<file path="src/rtl/sequnce_cnt_mod.sv">
// Sequence counter / phase generator for the ALU control unit.
// Walks a six-phase one-hot sequence: idle, load-1, load-2, then an
// execute/test loop that repeats until the datapath raises END, then a
// single-cycle done phase before returning to idle. Phase strobes are the
// state flops themselves, so the control decode downstream sees no glitches.
module sequnce_cnt_mod (
   input  logic CLK,
   input  logic RST,
   input  logic BGN,
   input  logic END,
   output logic fi0,
   output logic fi1,
   output logic fi2,
   output logic fi3,
   output logic fi4,
   output logic fi5
);

   // One-hot phase encoding; bit n drives strobe fin.
   typedef enum logic [5:0] {
      S_FI0 = 6'b000001,  // idle, waits for BGN
      S_FI1 = 6'b000010,  // first operand load
      S_FI2 = 6'b000100,  // second operand load
      S_FI3 = 6'b001000,  // execute step
      S_FI4 = 6'b010000,  // iteration test, looks at END
      S_FI5 = 6'b100000   // done, lasts one cycle
   } state_t;

   state_t r_state;

   // Phase register: async reset to idle; any illegal pattern (upset or
   // power-up garbage) falls into the default arm and returns to idle.
   always_ff @(posedge CLK or posedge RST) begin
      if (RST) begin
         r_state <= S_FI0;
      end else begin
         case (r_state)
            S_FI0:   r_state <= BGN ? S_FI1 : S_FI0;
            S_FI1:   r_state <= S_FI2;
            S_FI2:   r_state <= S_FI3;
            S_FI3:   r_state <= S_FI4;
            S_FI4:   r_state <= END ? S_FI5 : S_FI3;
            S_FI5:   r_state <= S_FI0;
            default: r_state <= S_FI0;
         endcase
      end
   end

   // Strobes are taken directly from the state flops.
   assign fi0 = r_state[0];
   assign fi1 = r_state[1];
   assign fi2 = r_state[2];
   assign fi3 = r_state[3];
   assign fi4 = r_state[4];
   assign fi5 = r_state[5];

endmodule

</file>
<file path="config.mk">
export PLATFORM = sky130hd
export DESIGN_NAME = sequnce_cnt_mod
export DESIGN_NICKNAME = d
export VERILOG_FILES = /design/src/rtl/sequnce_cnt_mod.sv
export SDC_FILE = /design/constraint.sdc
export NUM_CORES = 1
export LEC_CHECK = 0
export CAP_MARGIN = 20
export CORE_AREA = 2 2 39 41
export DETAILED_ROUTE_END_ITERATION = 10
export DIE_AREA = 0 0 41 43
export PLACE_DENSITY_LB_ADDON = 0.25
export SETUP_SLACK_MARGIN = 0.05
export SYNTH_ARGS = -nofsm -noshare
export SYNTH_HDL_FRONTEND = slang
export SYNTH_SLANG_ARGS = --single-unit
export TNS_END_PERCENT = 30
</file>
<file path="constraint.sdc">
create_clock -name CLK -period 1.5 [get_ports CLK]
set_input_delay 0.225 -clock CLK [delete_from_list [all_inputs] [get_ports CLK]]
set_output_delay 0.225 -clock CLK [all_outputs]
set_load 0.01 [all_outputs]
</file>
After elaboration in Yosys (flattened, before gate mapping)
Index checks and enable logic that the tools add are counted.

operators by class
  equality and inequality tests = 5
  mux-type cells = 3

operators with widths
  cell                count
  $pmux 6 s5          1
  $eq 6x1->1 const B  1
  $eq 6x2->1 const B  1
  $eq 6x3->1 const B  1
  $eq 6x4->1 const B  1
  $eq 6x5->1 const B  1
  $mux 6              1
  $mux 2              1

word-level totals
  register bits = 6
  output and inout bits = 6
  logic and storage cells = 9

Longest topological paths before layout
  word-level depth = 2
  gate-level depth with buffers = 3
  depth with buffers taken out = 3

Least setup slack after synthesis
No wires, ideal clock.

  kind = register -> register
  start = register r_state[4]
  end = register r_state[0]
  data arrival time = 1.411 ns
  data required time = 1.422 ns
  setup slack = 0.011 ns
  cell stages (with the launch flop) = 4
  buffers on the path = 0
  clock period less this slack = 1.489 ns
  cell sequence = dfrtp_1 > or3_4 > or3_1 > a31o_1

between the ends
  cells in the longest elaborated chain, start to end = 2

RTL lines
  item                                line  text
  from (decl)                         29    state_t r_state;
  from (signal assigned)              38    S_FI0: r_state <= BGN ? S_FI1 : S_FI0;
  from (signal assigned)              42    S_FI4: r_state <= END ? S_FI5 : S_FI3;
  $eq 6x5->1 (tied with other cells)  37    case (r_state)
  $pmux 6 s5 (*)                      37

Mark *: on every way between the ends. The rest lies on a longest branch, timed or not.

Final worst setup path
  start = register r_state[3]
  end = register r_state[0]

The elaborated chain is that of the path after synthesis.

==> results.md <==
- Number of setup buffers added after CTS: 0
- Core outline area: 0.00138 mm2
- Maximum vdd drop: 0.414 mV
- Placement row count: 14
- Synthesized instance count: 25
- # nets final: 46
- Most frequent cells in the layout: sky130_fd_sc_hd__dlygate4sd2_1 (6), sky130_fd_sc_hd__clkbuf_4 (3), sky130_fd_sc_hd__clkdlybuf4s50_1 (3), sky130_fd_sc_hd__buf_4 (3), sky130_fd_sc_hd__dfrtp_1 (3)
- Data arrival time of the critical path: 1.60 ns
- Clock Skews: about 0.0044 ns
- Standard cell area after detailed placement: 413 um2
- Worst setup path category: reg2reg
- Total negative slack for setup checks: 0 ns
- Fill cell count: 150
- Number of antenna diodes: 0
- Initial cell density of the core: 0.201
- Num Clock Sinks: 6
- Fmax achieved: 0.702 GHz
- Reported max-cap violation count: 0
- Ratio of cells with drive above 1 in the final layout: 0.244
- Maximum number of pins on one net before global-route repair: 8
- Count of unresolved DRC violations after routing: 0
- Cell at the slowest stage of the critical path: sky130_fd_sc_hd__dfrtp_2
- CTS tree: yes
- Gr ovfl total: 0
- Total count of max-transition violations in the final report: 0
- Detail Route Antenna Nets: 0
- Global-route wire length before repair: 1050 um
- Clock buffer count from CTS: 3
- Critical Path Max Stage Delay: roughly 0.4 ns
- Sequential cell area fraction in the yosys report: 0.545
- Slew of the pin with the lowest slew margin: 0.270 ns
- Share of flip-flops with an asynchronous set or reset after synthesis: 1.00
- Register bank with the most flops: r_state
- Largest buffer count on any clock path: 2
- Clock input transition at the sequential cells of the worst setup and hold paths: 0.05 ns
- Clock latency on the worst-skew pair: 0.25 ns
- Area used by sequential logic in the layout: 154 um2
- Leading registers by flop count: r_state x6
- Normalized max-slew margin: 0.817
- Number of enable-type register cells in the synthesized netlist: 0
- Maximum net fanout on the critical path: 4
- Number of antenna violations at the first check in global routing: 0
- Register-to-register path setup slack: roughly 0.075 ns
- Most common flop cell mapped by yosys: sky130_fd_sc_hd__dfrtp_1
- Crit path capture type: register
- Synthesis-to-finish area growth: 55.4%
- Die Width: 41 um
- Leading cell type in the layout, fill and taps excluded: sky130_fd_sc_hd__dlygate4sd2_1
- IO Count: 10
- Multi-input combinational cell area: about 120 um2
- Mean post-synth cell area: 11.1 um2
- Cell chosen for the clock root: sky130_fd_sc_hd__clkbuf_4
- Post-route cell area: 432 um2
- Total of endpoints with negative setup slack in the final report: 0
- Placer Congestion: around 0.67
- FF+latch count, synth: 6
- Final min period: between 1 and 1.5 ns
- Final hold vios: 0
- Setup repair after global routing missed its margin: true
- Cells traversed along the worst timing path: or3_4 -> or3b_1 -> a31o_1
- Die area: around 0.0018 mm2
- Path type of the worst min-delay path: in2async
- Vias in the first global route: around 260
- Gr usage total: 0.0938
- Total vias in the final route: 257
- Height of the die: 43 um
- Number of DRC markers after the initial detailed-route iteration: 5
- Per-cell routed wire length: around 11 um
- Areal power density over the cells: 1390 mW/mm2
- Sort of element at the start of the critical path: register
- Largest register FFs: 6
- Synth Warn #: 0
- Leakage: a little over 0.2 nW
- Total detailed-routing wirelength: 618 um
- Portion of the clock cycle consumed by the worst path in the final layout: 0.950
- Post-Route Hold Slack: 0.188 ns
- Routed vias/inst: 4.51
- Synthesized area: 278 um2
- Count of distinct cell types in the synthesized netlist: 16
- Status: complete, no violations
- CTS H-Tree Depth: 1
- Cell Count Post-Placement: 53
- Synthesized net count: 29
- First-pass iteration count of the detailed router: 4
- Critical path data required time: 1.68 ns
- Final cell count without fillers: 57
- Input/output buffers: 9
## kinds of logic after synthesis
group           after synthesis  synth area share
buf+inv                       1            0.0135
simple gates                 13             0.297
flops                         6             0.545
compound gates                3            0.0766
mux                           1            0.0360
xor+xnor                      1            0.0315
## cells in the mapped netlist (all sizes together) (2+ instances only)
master	n	area, um2
nor4	2	12.5
or3	3	23.8
nor4b	2	17.5
dfrtp	5	125
nand2	2	7.51
nor2	2	7.51
## metal layers
| metal | wire length (um) | global-route usage |
|---|---|---|
| met5 | 0 | 0 |
| met4 | 14 | 0.0800 |
| met3 | 57 | 0.0366 |
| met2 | 262 | 0.125 |
| met1 | 283 | 0.111 |
## per-stage QoR
| step | total power [mW] | setup slack, ns | utilization |
|---|---|---|---|
| floorplan | 0.353 | 0.0425 | - |
| global placement | 0.458 | 0.105 | 0.298 |
| detailed placement | 0.458 | 0.0859 | 0.298 |
| CTS | 0.616 | 0.0729 | 0.312 |
| global route | 0.658 | 0.0382 | 0.312 |
| finish | 0.602 | 0.0745 | 0.312 |
## final timing paths
kind	startpoint	endpoint	cells after the start
worst max-delay path	r_state[3]$_DFF_PP0_	r_state[0]$_DFF_PP1_	3
worst min-delay path	RST	r_state[1]$_DFF_PP0_	2
worst max register to register	r_state[3]$_DFF_PP0_	r_state[0]$_DFF_PP1_	3
worst min register to register	r_state[5]$_DFF_PP0_	r_state[1]$_DFF_PP0_	1
max in group asynchronous	RST	r_state[0]$_DFF_PP1_	2
min in group CLK	r_state[5]$_DFF_PP0_	r_state[1]$_DFF_PP0_	1
## worst max-delay path: cells and delay by family, from the launching register on
kind	cells	cell delay, ns
AOI/OAI and AO/OA	1	0.21
DFF	1	0.40
and+or+nand+nor	2	0.75
## layout make-up
type | instances | share of cell area
clock buffer | 4 | 0.0609
inverter | 1 | 0.00870
multi-input combinational | 18 | 0.284
sequential | 6 | 0.357
tap | 16 | 0.0464
timing repair buffer | 12 | 0.243
## report_power, final
group	switching [mW]	internal [mW]	total, mW
registers	0.0349	0.203	0.238
logic	0.0882	0.106	0.194
clock network	0.0679	0.101	0.169
total	0.191	0.411	0.602
## repair_timing
| action | in CTS | in global routing |
|---|---|---|
| hold buffers | 0 | 0 |
| pin swaps | 0 | 0 |
| endpoints found under the hold margin | 0 | 0 |
| gates resized for setup | 6 | 0 |
| setup endpoints to repair | 6 | 1 |
Power figures use the tool's default switching activity.
